## src/rtl/spike_rate_decoder.sv

```systemverilog
// ---------------------------------------------------------------------------
// spike_rate_decoder
//
// Purpose:
//   Receive-side decoder for a 1-bit neuron spike line. Counts rising-edge
//   spike events over back-to-back windows of WINDOW_LEN cycles (rate code)
//   and measures the interval between the two most recent events (ISI).
//   The rate result is offered over a valid/ready handshake; windows keep
//   running while a result waits, so no spike is ever dropped.
//
// Parameters:
//   WINDOW_LEN  window length in clk cycles (>= 2)
//   CNT_W       width of the saturating spike-count result
//   ISI_W       width of the saturating ISI result
//
// Ports:
//   clk           in   system clock
//   rst           in   synchronous, active-high reset
//   enable        in   1 = decode, 0 = idle (partial window discarded)
//   spike_in      in   spike line from the neuron
//   rate_count    out  spike count of the last completed window
//   rate_sat      out  last window's count saturated
//   rate_overrun  out  sticky: a result was overwritten before acceptance
//   rate_valid    out  rate result available
//   rate_ready    in   consumer accepts the rate result
//   isi           out  cycles between the two most recent events (saturating)
//   isi_valid     out  two events seen since leaving IDLE
//   o_dbg_state   out  FSM state (0 = IDLE, 1 = RUN)
//
// Handshake: a rate result transfers on any cycle where rate_valid and
//   rate_ready are both high; rate_valid falls on the following cycle unless
//   a new window closes on that same cycle. While rate_valid is high and no
//   transfer occurs, rate_count/rate_sat stay stable until the next window
//   close, which overwrites them and sets rate_overrun.
//
// Build option:
//   SPIKE_SYNC_EN  when defined, spike_in passes through a 2-flop
//                  synchronizer before edge detection (2 cycles of latency).
// ---------------------------------------------------------------------------
module spike_rate_decoder #(
  parameter int WINDOW_LEN = 16,
  parameter int CNT_W      = 8,
  parameter int ISI_W      = 8
) (
  input  logic             clk,
  input  logic             rst,
  input  logic             enable,
  input  logic             spike_in,
  output logic [CNT_W-1:0] rate_count,
  output logic             rate_sat,
  output logic             rate_overrun,
  output logic             rate_valid,
  input  logic             rate_ready,
  output logic [ISI_W-1:0] isi,
  output logic             isi_valid,
  output logic             o_dbg_state
);

  localparam int WIN_W = (WINDOW_LEN > 2) ? $clog2(WINDOW_LEN) : 1;
  localparam logic [WIN_W-1:0] WIN_LAST = WIN_W'(WINDOW_LEN - 1);
  localparam logic [CNT_W-1:0] CNT_MAX  = '1;
  localparam logic [ISI_W-1:0] ISI_MAX  = '1;

  typedef enum logic {
    S_IDLE = 1'b0,
    S_RUN  = 1'b1
  } state_t;

  state_t r_state;
  state_t w_state_next;

  // -------------------------------------------------------------------------
  // Spike source: optionally synchronized, then rising-edge detected.
  // -------------------------------------------------------------------------
  logic w_spike_src;
  logic r_spike_prev;
  logic w_event;

`ifdef SPIKE_SYNC_EN
  logic r_sync1;
  logic r_sync2;

  always_ff @(posedge clk) begin
    if (rst) begin
      r_sync1 <= 1'b0;
      r_sync2 <= 1'b0;
    end else begin
      r_sync1 <= spike_in;
      r_sync2 <= r_sync1;
    end
  end

  assign w_spike_src = r_sync2;
`else
  assign w_spike_src = spike_in;
`endif

  // Edge history runs in every state so a line already high when RUN starts
  // is not mistaken for a fresh event.
  always_ff @(posedge clk) begin
    if (rst) begin
      r_spike_prev <= 1'b0;
    end else begin
      r_spike_prev <= w_spike_src;
    end
  end

  assign w_event = w_spike_src & ~r_spike_prev;

  // -------------------------------------------------------------------------
  // FSM
  // -------------------------------------------------------------------------
  always_ff @(posedge clk) begin
    if (rst) begin
      r_state <= S_IDLE;
    end else begin
      r_state <= w_state_next;
    end
  end

  always_comb begin
    w_state_next = r_state;
    case (r_state)
      S_IDLE: if (enable)  w_state_next = S_RUN;
      S_RUN:  if (!enable) w_state_next = S_IDLE;
      default: w_state_next = S_IDLE;
    endcase
  end

  assign o_dbg_state = r_state;

  // A RUN cycle only does work while enable is still high; the cycle that
  // sees enable low is the exit cycle and its partial window is thrown away.
  logic w_run_active;
  logic w_enter_run;
  logic w_close;

  assign w_run_active = (r_state == S_RUN) && enable;
  assign w_enter_run  = (r_state == S_IDLE) && enable;

  // -------------------------------------------------------------------------
  // Window / spike counters
  // -------------------------------------------------------------------------
  logic [WIN_W-1:0] r_win_cnt;
  logic [CNT_W-1:0] r_spike_cnt;
  logic             r_cnt_sat;
  logic [CNT_W-1:0] w_cnt_inc;
  logic             w_sat_inc;

  assign w_close = w_run_active && (r_win_cnt == WIN_LAST);

  // Count including this cycle's event; also used as the result at close so
  // an event on the last window cycle is not lost.
  assign w_cnt_inc = (w_event && (r_spike_cnt != CNT_MAX)) ? r_spike_cnt + 1'b1
                                                           : r_spike_cnt;
  assign w_sat_inc = r_cnt_sat | (w_event && (r_spike_cnt == CNT_MAX));

  always_ff @(posedge clk) begin
    if (rst || !w_run_active) begin
      r_win_cnt   <= '0;
      r_spike_cnt <= '0;
      r_cnt_sat   <= 1'b0;
    end else if (w_close) begin
      // Next window starts immediately on the following cycle.
      r_win_cnt   <= '0;
      r_spike_cnt <= '0;
      r_cnt_sat   <= 1'b0;
    end else begin
      r_win_cnt   <= r_win_cnt + 1'b1;
      r_spike_cnt <= w_cnt_inc;
      r_cnt_sat   <= w_sat_inc;
    end
  end

  // -------------------------------------------------------------------------
  // Rate result register and handshake
  // -------------------------------------------------------------------------
  logic [CNT_W-1:0] r_rate_count;
  logic             r_rate_sat;
  logic             r_rate_valid;
  logic             r_rate_overrun;

  always_ff @(posedge clk) begin
    if (rst) begin
      r_rate_count   <= '0;
      r_rate_sat     <= 1'b0;
      r_rate_valid   <= 1'b0;
      r_rate_overrun <= 1'b0;
    end else if (w_close) begin
      r_rate_count <= w_cnt_inc;
      r_rate_sat   <= w_sat_inc;
      r_rate_valid <= 1'b1;
      // Overwriting an unaccepted result is an overrun; a transfer on the
      // close cycle means the old result was consumed in time.
      if (r_rate_valid && !rate_ready) begin
        r_rate_overrun <= 1'b1;
      end
    end else if (r_rate_valid && rate_ready) begin
      r_rate_valid <= 1'b0;
    end
  end

  assign rate_count   = r_rate_count;
  assign rate_sat     = r_rate_sat;
  assign rate_valid   = r_rate_valid;
  assign rate_overrun = r_rate_overrun;

  // -------------------------------------------------------------------------
  // Inter-spike interval
  // -------------------------------------------------------------------------
  logic [ISI_W-1:0] r_isi_cnt;
  logic             r_isi_armed;
  logic [ISI_W-1:0] r_isi;
  logic             r_isi_valid;
  logic [ISI_W-1:0] w_isi_inc;

  // isi_cnt counts cycles since the last event; the interval includes the
  // event cycle itself, hence the +1 when it is captured.
  assign w_isi_inc = (r_isi_cnt == ISI_MAX) ? ISI_MAX : r_isi_cnt + 1'b1;

  always_ff @(posedge clk) begin
    if (rst) begin
      r_isi_cnt   <= '0;
      r_isi_armed <= 1'b0;
      r_isi       <= '0;
      r_isi_valid <= 1'b0;
    end else if (w_enter_run) begin
      // Fresh history on every RUN entry; the last isi value is kept but no
      // longer flagged valid until two new events arrive.
      r_isi_cnt   <= '0;
      r_isi_armed <= 1'b0;
      r_isi_valid <= 1'b0;
    end else if (w_run_active) begin
      if (w_event) begin
        r_isi_cnt   <= '0;
        r_isi_armed <= 1'b1;
        if (r_isi_armed) begin
          r_isi       <= w_isi_inc;
          r_isi_valid <= 1'b1;
        end
      end else begin
        r_isi_cnt <= w_isi_inc;
      end
    end else begin
      // IDLE or the exit cycle: isi/isi_valid hold, counters park at zero.
      r_isi_cnt   <= '0;
      r_isi_armed <= 1'b0;
    end
  end

  assign isi       = r_isi;
  assign isi_valid = r_isi_valid;

endmodule
```

## config.mk

```make
export PLATFORM = sky130hd
export DESIGN_NAME = spike_rate_decoder
export DESIGN_NICKNAME = d
export VERILOG_FILES = /design/src/rtl/spike_rate_decoder.sv
export SDC_FILE = /design/constraint.sdc
export NUM_CORES = 1
export LEC_CHECK = 0
export ABC_AREA = 1
export BUFFER_PORTS_ARGS = -buffer_cell sky130_fd_sc_hd__buf_2
export CORE_ASPECT_RATIO = 0.6
export CORE_MARGIN = 8
export CORE_UTILIZATION = 60
export DETAILED_ROUTE_END_ITERATION = 7
export MAX_ROUTING_LAYER = met4
export PLACE_DENSITY = 0.83
export SETUP_SLACK_MARGIN = 0.2
export SLEW_MARGIN = 40
export SYNTH_ARGS = -nofsm -noshare
export SYNTH_HDL_FRONTEND = slang
export SYNTH_SLANG_ARGS = --single-unit
export TNS_END_PERCENT = 30
```

## constraint.sdc

```tcl
create_clock -name clk -period 3.9 [get_ports clk]
set_input_delay 0.39 -clock clk [delete_from_list [all_inputs] [get_ports clk]]
set_output_delay 0.39 -clock clk [all_outputs]
set_load 0.01 [all_outputs]
```

==> results of run 1 <==
[worst register-to-register path, delay by kind of cell (launching register included)]
kind / cells / cell delay [ns]
DFF: 1 / 0.36
adders and majority gates: 1 / 0.19
and+or+nand+nor: 4 / 0.97
buffers and inverters: 1 / 0.16
[how the worst max path moves through the flow]
stage | to | slack [ns] | depth (start not counted)
final | r_spike_cnt[3]$_SDFF_PP0_ | 2.10 | 6
after global placement | r_spike_cnt[6]$_SDFF_PP0_ | 2.15 | 6
after floorplan | rate_count[7]$_SDFFE_PP0P_ | 2.59 | 9
after CTS | r_spike_cnt[5]$_SDFF_PP0_ | 2.10 | 6
after global routing | r_spike_cnt[4]$_SDFF_PP0_ | 1.87 | 6
after detailed placement | r_spike_cnt[6]$_SDFF_PP0_ | 2.09 | 6
[placed cells by master (no fill, tap or decap), drive strengths merged]
master	n
o21ai	18
o21a	1
buf	25
nand4	5
nor2	48
xor2	3
clkinv	1
nand3	23
clkbuf	6
inv	39
ha	3
xnor2	1
nand2	38
dfxtp	44
o221a	1
nand3b	3
a21oi	14
[cell type report]
type	instances	area [um^2]	area share, %
Clock inverter	1	5.00	0.239
Sequential cell	44	881	42.0
Clock buffer	6	72.6	3.46
Multi-Input combinational cell	158	816	38.9
Inverter	39	146	6.98
Tap cell	42	52.6	2.50
Timing Repair Buffer	25	125	5.96
[per-layer routing]
metal / track usage (%) / part of all wire, %
met2: 18.9 / 35
met3: 4.29 / 11
met4: 4.30 / 0.52
met5: - / 0
met1: 24.4 / 53
[power groups by stage]
stage | logic (W) | registers (W) | clock network, W
6_report | 0.0000185 | 0.000452 | 0.000260
3_5_place_dp | 0.0000183 | 0.000463 | 0
4_1_cts | 0.0000183 | 0.000452 | 0.000265
5_1_grt | 0.0000211 | 0.000453 | 0.000279
2_1_floorplan | 0.0000119 | 0.000463 | 0
3_3_place_gp | 0.0000180 | 0.000463 | 0
[synth_stat cells (3+ instances only)]
library cell | instances | area [um^2]
a21oi_1 | 11 | 55.1
o21ai_0 | 16 | 80.1
xor2_1 | 3 | 26.3
nand2_1 | 33 | 124
ha_1 | 3 | 37.5
a21oi_2 | 3 | 26.3
dfxtp_1 | 44 | 881
inv_1 | 39 | 146
nand4_1 | 4 | 25.0
nand3_1 | 22 | 110
nor2_1 | 43 | 161
nor2_2 | 3 | 18.8
nand2_2 | 4 | 25.0
[logic make-up after synthesis]
kind of cell               count (synthesis)
and+or+nand+nor                          117
DFF                                       44
AOI/OAI and AO/OA                         34
buffers and inverters                     45
adders and majority gates                  3
xor gates and xnor gates                   4
[sequential cells by signal (all words and copies together), names as in the netlist]
signal and cells:
r_isi_armed 1, r_spike_prev 1, rate_sat 1, o_dbg_state 1, isi_valid 1, r_spike_cnt 8, r_win_cnt 4, rate_valid 1
rate_overrun 1, rate_count 8, isi 8, r_isi_cnt 8, r_cnt_sat 1
[stage by stage]
| step | utilization (%) | area [um^2] | hold slack [ns] | std cells |
|---|---|---|---|---|
| global route | 71.7 | 2100 | 0.360 | 315 |
| floorplan | - | 1880 | 0.418 | 247 |
| global placement | 68.9 | 2020 | 0.436 | 308 |
| detailed placement | 68.9 | 2020 | 0.450 | 308 |
| CTS | 71.6 | 2100 | 0.324 | 315 |
| finish | 71.7 | 2100 | 0.335 | 315 |
==> run_results.csv, run 1 <==
group,metric,value,unit
hold_path,min_path_type,"in -> reg",
cts,post-cts-setup-buffer-count,0,
setup_path,arrival,1.96,ns
synth,synth-simple-area-share,29.1,%
sta,slew_violations,0,
grt,grt_overflow,0,
cts,cts-resized-gates,0,
grt,antenna_found_initial,0,
floorplanning,coreArea,2930,um^2
cts,cts.sinks,44,
layout,fillers,233,
detailed_routing,drc_errors,0,
power_and_ir_drop,p_switching,0.000153,W
sta,min_period_over_period,46.2,%
cts,cts_tree,"built",
synth,synth_mux_area_share,0,%
detailed_routing,drt-initial-drc-count,137,
setup_path,r2r-start,"r_win_cnt[0]$_SDFF_PP0_",
detailed_routing,finalWirelength,3820,um
power_and_ir_drop,p_leak,1.01,nW
layout,fin_nets,281,
cts,clk_pin_slew,0.08,ns
sta,fin_worst_skew,0.00621,ns
synth,synth_seq_cells,44,
setup_path,worstPathMaxFanout,18,
sta,tightestPinTransition,0.500,ns
sta,max_freq,0.555,GHz
placement,pre_cts_slack,2.09,ns
power_and_ir_drop,power_density,348,nW/um^2
synth,synth_fa_ha_area_share,2.00,%
layout,area_delta_synth_final,11.6,%
synth,synthArstFlopShare,0,%
sta,rsz0062_at_grt,"false",
setup_path,crit_chain,"ha_1, nand3_1, nor2_4, inv_1, nand2_1, nor2_1",
grt,track_usage,16.0,%
setup_path,cp_num_buf_inv,1,
cts,cts_buffer_depth,2,
synth,synth_flop_cell,"dfxtp_1",
power_and_ir_drop,power.total,0.000730,W
placement,dp.final_hpwl,2910,um
power_and_ir_drop,seqPwrFrac,61.9,%
synth,syn_nets,255,
synth,netlist_instances,247,
power_and_ir_drop,p_comb_share,2.5,%
placement,gp_congestion,0.846,
sta,finalWorstPathRequiredPeriod,1.80,ns
floorplanning,rows,15,
layout,drive_above_1_share,18.3,%
synth,ys_warn_count,0,
sta,setup_ws,2.10,ns
grt,grt_pass1_vias,1336,
setup_path,r2r_slack,2.10,ns
sta,final.setup.tns,0,ns
setup_path,reg2reg_to,"r_spike_cnt[3]$_SDFF_PP0_",
power_and_ir_drop,ir_drop,256,uV
status,status,"finished clean",
detailed_routing,vias,1543,
sta,setup_violations,0,
sta,timing.final.hold_violations,0,
cts,clkLatencyLatePin,0.28,ns
placement,io_buffers,25,
setup_path,critical_path_class,"reg -> reg",
floorplanning,die_h,59.4,um
synth,yosysUniqueCellTypes,28,
layout,insertedDiodeCount,0,
power_and_ir_drop,intPower,0.000578,W
cts,ctsRootBufferMaster,"clkbuf_8",
grt,grt_pass1_wl,6330,um
synth,synth_compound_area_share,10.3,%
setup_path,r2r_cells,6,
setup_path,critPathMaxStageDelay,0.38,ns
setup_path,start_kind,"flop",
cts,numCtsBuffers,5,
synth,ys_seq_area_share,46.8,%
synth,synth-edff-count,0,
hold_path,holdPathEnd,"r_spike_prev$_SDFF_PP0_",
floorplanning,die_area,5240,um^2
setup_path,slowest_stage,"nand2_1",
synth,synth_xor_area_share,1.86,%
setup_path,crit_path_start,"r_win_cnt[0]$_SDFF_PP0_",
detailed_routing,wire_per_inst,12.1,um
setup_path,required,4.06,ns
floorplanning,initial_core_util,64.2,%
floorplanning,fp.dieW,88.3,um
grt,grt_max_degree,19,
synth,synth_area_per_cell,7.61,um^2
setup_path,cp-end-kind,"flop",
flow_run,max_cap_viol_count,0,
power_and_ir_drop,switching_share,20.9,%
detailed_routing,via_per_inst,4.90,
setup_path,cp_top_family,"simple AND/OR/NAND/NOR gates",
detailed_routing,antenna_left,0,
detailed_routing,drtPass1Iterations,4,
cts,ctsHoldBuffers,0,
floorplanning,io_pins,26,
synth,synth_top_family_by_area,"simple AND/OR/NAND/NOR gates",
synth,syn_area,1880,um^2
sta,max_slew_margin,66.6,%
hold_path,whs_path_depth,3,
power_and_ir_drop,clockPowerShare,35.5,%
cts,htree_levels,2,
hold_path,worstHoldStart,"spike_in",
Note: power is estimated with default switching activity, not from simulation.
==> run 2: changes to the inputs <==
Settings changed: ABC_AREA 1 to 0, CORE_UTILIZATION 60 to 55, PLACE_DENSITY 0.83 to 0.78.
Clock period 3.9 ns to 1.9 ns, I/O delays scaled along.
==> run 2 against run 1 <==
Net effect: critical path depth is 1 lower; flip-flop and latch count did not move; synthesized cell count down 26%; worst hold slack got worse by 0.17 ns; cell area down 7.3%; die area is 0.84% lower; non-clock buffer count increased by 1; sequential power is 110% higher; routed wire length down 1.4%; first-iteration DRC count is 47% lower; fmax up 10%; critical path type unchanged.
==> run_results.csv, run 2 <==
group,metric,value,unit
status,status,"finished clean",
cts,htree_levels,2,
detailed_routing,drc_errors,0,
setup_path,worstPathMaxFanout,5,
sta,tightestPinTransition,0.399,ns
grt,track_usage,15.0,%
layout,final_cell_mix,"44 x dfxtp_1, 28 x nor2_1, 25 x buf_2",
setup_path,slowest_stage,"dfxtp_1",
synth,synth_flop_cell,"dfxtp_1",
cts,clkLatencyLatePin,0.29,ns
setup_path,start_kind,"flop",
setup_path,cp_top_family,"compound AO/OA/AOI/OAI gates",
detailed_routing,wire_per_inst,15.1,um
grt,grt_overflow,0,
floorplanning,initial_core_util,58.6,%
cts,cts.sinks,44,
power_and_ir_drop,p_leak,0.789,nW
setup_path,cp-end-kind,"flop",
sta,max_freq,0.610,GHz
floorplanning,coreArea,2910,um^2
sta,min_period_over_period,86.2,%
synth,netlist_instances,182,
synth,synth-edff-count,0,
grt,grt_pass1_vias,1278,
cts,numCtsBuffers,5,
detailed_routing,antenna_left,0,
layout,fillers,233,
floorplanning,die_h,59.1,um
hold_path,min_path_type,"in -> reg",
sta,fin_worst_skew,0.00328,ns
setup_path,arrival,1.81,ns
synth,synth_area_per_cell,9.37,um^2
hold_path,whs_path_depth,2,
synth,synth_area_leader_cell,"dfxtp_1",
synth,syn_area,1710,um^2
setup_path,cp_num_buf_inv,0,
layout,fin_cells,250,
cts,cts_tree,"built",
sta,final.setup.tns,0,ns
sta,rsz0062_at_grt,"true",
detailed_routing,finalWirelength,3770,um
floorplanning,rows,15,
detailed_routing,via_per_inst,5.63,
synth,synthTopCellsByCount,"44 x dfxtp_1, 28 x nor2_1, 12 x nand2_1",
cts,cts_buffer_depth,2,
layout,fin_nets,215,
synth,synthTopCellsByArea,"dfxtp_1 52%, nor2_1 6.2%, o21ai_0 3.2%",
layout,seq_area,881,um^2
layout,layout_commonest_cell,"dfxtp_1",
floorplanning,io_pins,26,
setup_path,r2r_slack,0.26,ns
sta,setup_ws,0.262,ns
setup_path,r2r-start,"r_spike_cnt[0]$_SDFF_PP0_",
layout,insertedDiodeCount,0,
placement,pre_cts_slack,0.291,ns
placement,io_buffers,25,
sta,holdWs,0.165,ns
synth,synth_top_area_share,51.7,%
hold_path,worstHoldStart,"spike_in",
grt,grt_max_degree,16,
detailed_routing,drt-initial-drc-count,73,
placement,numPlacedInstances,242,
setup_path,required,2.07,ns
cts,post-cts-setup-buffer-count,0,
power_and_ir_drop,ir_drop,723,uV
power_and_ir_drop,power_density,848,nW/um^2
synth,synth_seq_cells,44,
detailed_routing,vias,1408,
sta,slew_violations,0,
hold_path,holdPathEnd,"r_spike_prev$_SDFF_PP0_",
cts,ctsRootBufferMaster,"clkbuf_8",
setup_path,reg2reg_to,"rate_count[0]$_SDFFE_PP0P_",
setup_path,critical_path_class,"reg -> reg",
setup_path,crit_chain,"ha_1, nand3_1, o21ai_0, xor2_1, a21oi_1",
detailed_routing,drtPass1Iterations,4,
grt,antenna_found_initial,0,
layout,multi_input_area,764,um^2
flow_run,max_cap_viol_count,0,
sta,setup_violations,0,
layout,area_delta_synth_final,14.1,%
synth,ys_warn_count,0,
floorplanning,die_area,5200,um^2
floorplanning,fp.dieW,87.9,um
setup_path,critPathMaxStageDelay,0.40,ns
sta,timing.final.hold_violations,0,
layout,drive_above_1_share,21.2,%
synth,yosysMostFrequentCell,"dfxtp_1",
sta,finalWorstPathRequiredPeriod,1.64,ns
placement,dp.final_hpwl,2760,um
synth,ys_seq_area_share,51.7,%
cts,clk_pin_slew,0.08,ns
synth,synthArstFlopShare,0,%
synth,syn_nets,190,
sta,max_slew_margin,73.4,%
placement,gp_congestion,0.919,
grt,grt_pass1_wl,5890,um
synth,yosysUniqueCellTypes,39,
setup_path,r2r_cells,5,
## run 2: changes by cell type in the layout (fill, tap and decap cells not counted), moves of 5 or more
cell,previous run,this run
o21ai_0,16,11
nand2_1,33,12
inv_1,39,2
nand3_1,22,9
mux2i_1,0,5
nor3_1,0,5
nor2_1,42,28
## run 2: report_power, final
| part | switching, W | internal, W |
|---|---|---|
| Sequential | 0.00000455 | 0.000925 |
| Combinational | 0.0000234 | 0.0000116 |
| Clock | 0.000294 | 0.000390 |
## run 2: what timing repair did
| item | in CTS | in global routing |
|---|---|---|
| resized for setup | 0 | 1 |
| endpoints found under the setup margin | 0 | 5 |
| hold buffers | 0 | 0 |
## run 2: worst max path at each step
stage	start	end	slack, ns	cells after the start
after detailed placement	r_win_cnt[0]$_SDFF_PP0_	rate_count[2]$_SDFFE_PP0P_	0.29	5
after global placement	r_spike_cnt[0]$_SDFF_PP0_	rate_count[0]$_SDFFE_PP0P_	0.39	5
after floorplan	r_win_cnt[0]$_SDFF_PP0_	rate_count[2]$_SDFFE_PP0P_	0.42	6
after CTS	r_win_cnt[0]$_SDFF_PP0_	rate_count[2]$_SDFFE_PP0P_	0.25	5
final	r_spike_cnt[0]$_SDFF_PP0_	rate_count[0]$_SDFFE_PP0P_	0.26	5
after global routing	r_spike_cnt[0]$_SDFF_PP0_	rate_count[0]$_SDFFE_PP0P_	0.15	5
## run 2: layout make-up
type                    count  share of cell area [%]
flip-flops and latches     44                    45.3
multi-input cells         128                    39.3
repair buffers             26                    6.82
clock buffers               6                    3.73
well taps                  42                    2.70
clock inverters             2                    1.80
inverters                   2                   0.386
## run 2: worst register-to-register path, delay by kind of cell, from the launching register on
family,cells,cell delay [ns]
xor+xnor,1,0.28
flops,1,0.40
fa+ha+maj,1,0.21
compound gates,2,0.48
simple gates,1,0.16
## run 2: cells by family after synthesis
group	synth area share (%)
AO/OA/AOI/OAI	14.2
AND/OR/NAND/NOR	21.7
multiplexers	2.93
adder cells (fa/ha/maj)	2.20
XOR/XNOR	3.60
flip-flops	51.7
buffers and inverters	3.67
## run 2: metrics by stage
stage	util [%]	power, W	area, um^2
5_1_grt	66.9	0.00170	1950
4_1_cts	66.8	0.00166	1940
3_3_place_gp	63.1	0.000985	1840
3_5_place_dp	63.1	0.000986	1840
2_1_floorplan	-	0.000974	1710
6_report	66.9	0.00165	1950
## run 2: layer usage
layer | track usage, % | wire (um) | up-vias
li1 | - | - | 689
met1 | 18.5 | 1870 | 663
met2 | 21.7 | 1610 | 52
met3 | 5.53 | 254 | 4
met4 | 5.58 | 30 | 0
met5 | - | 0 | -
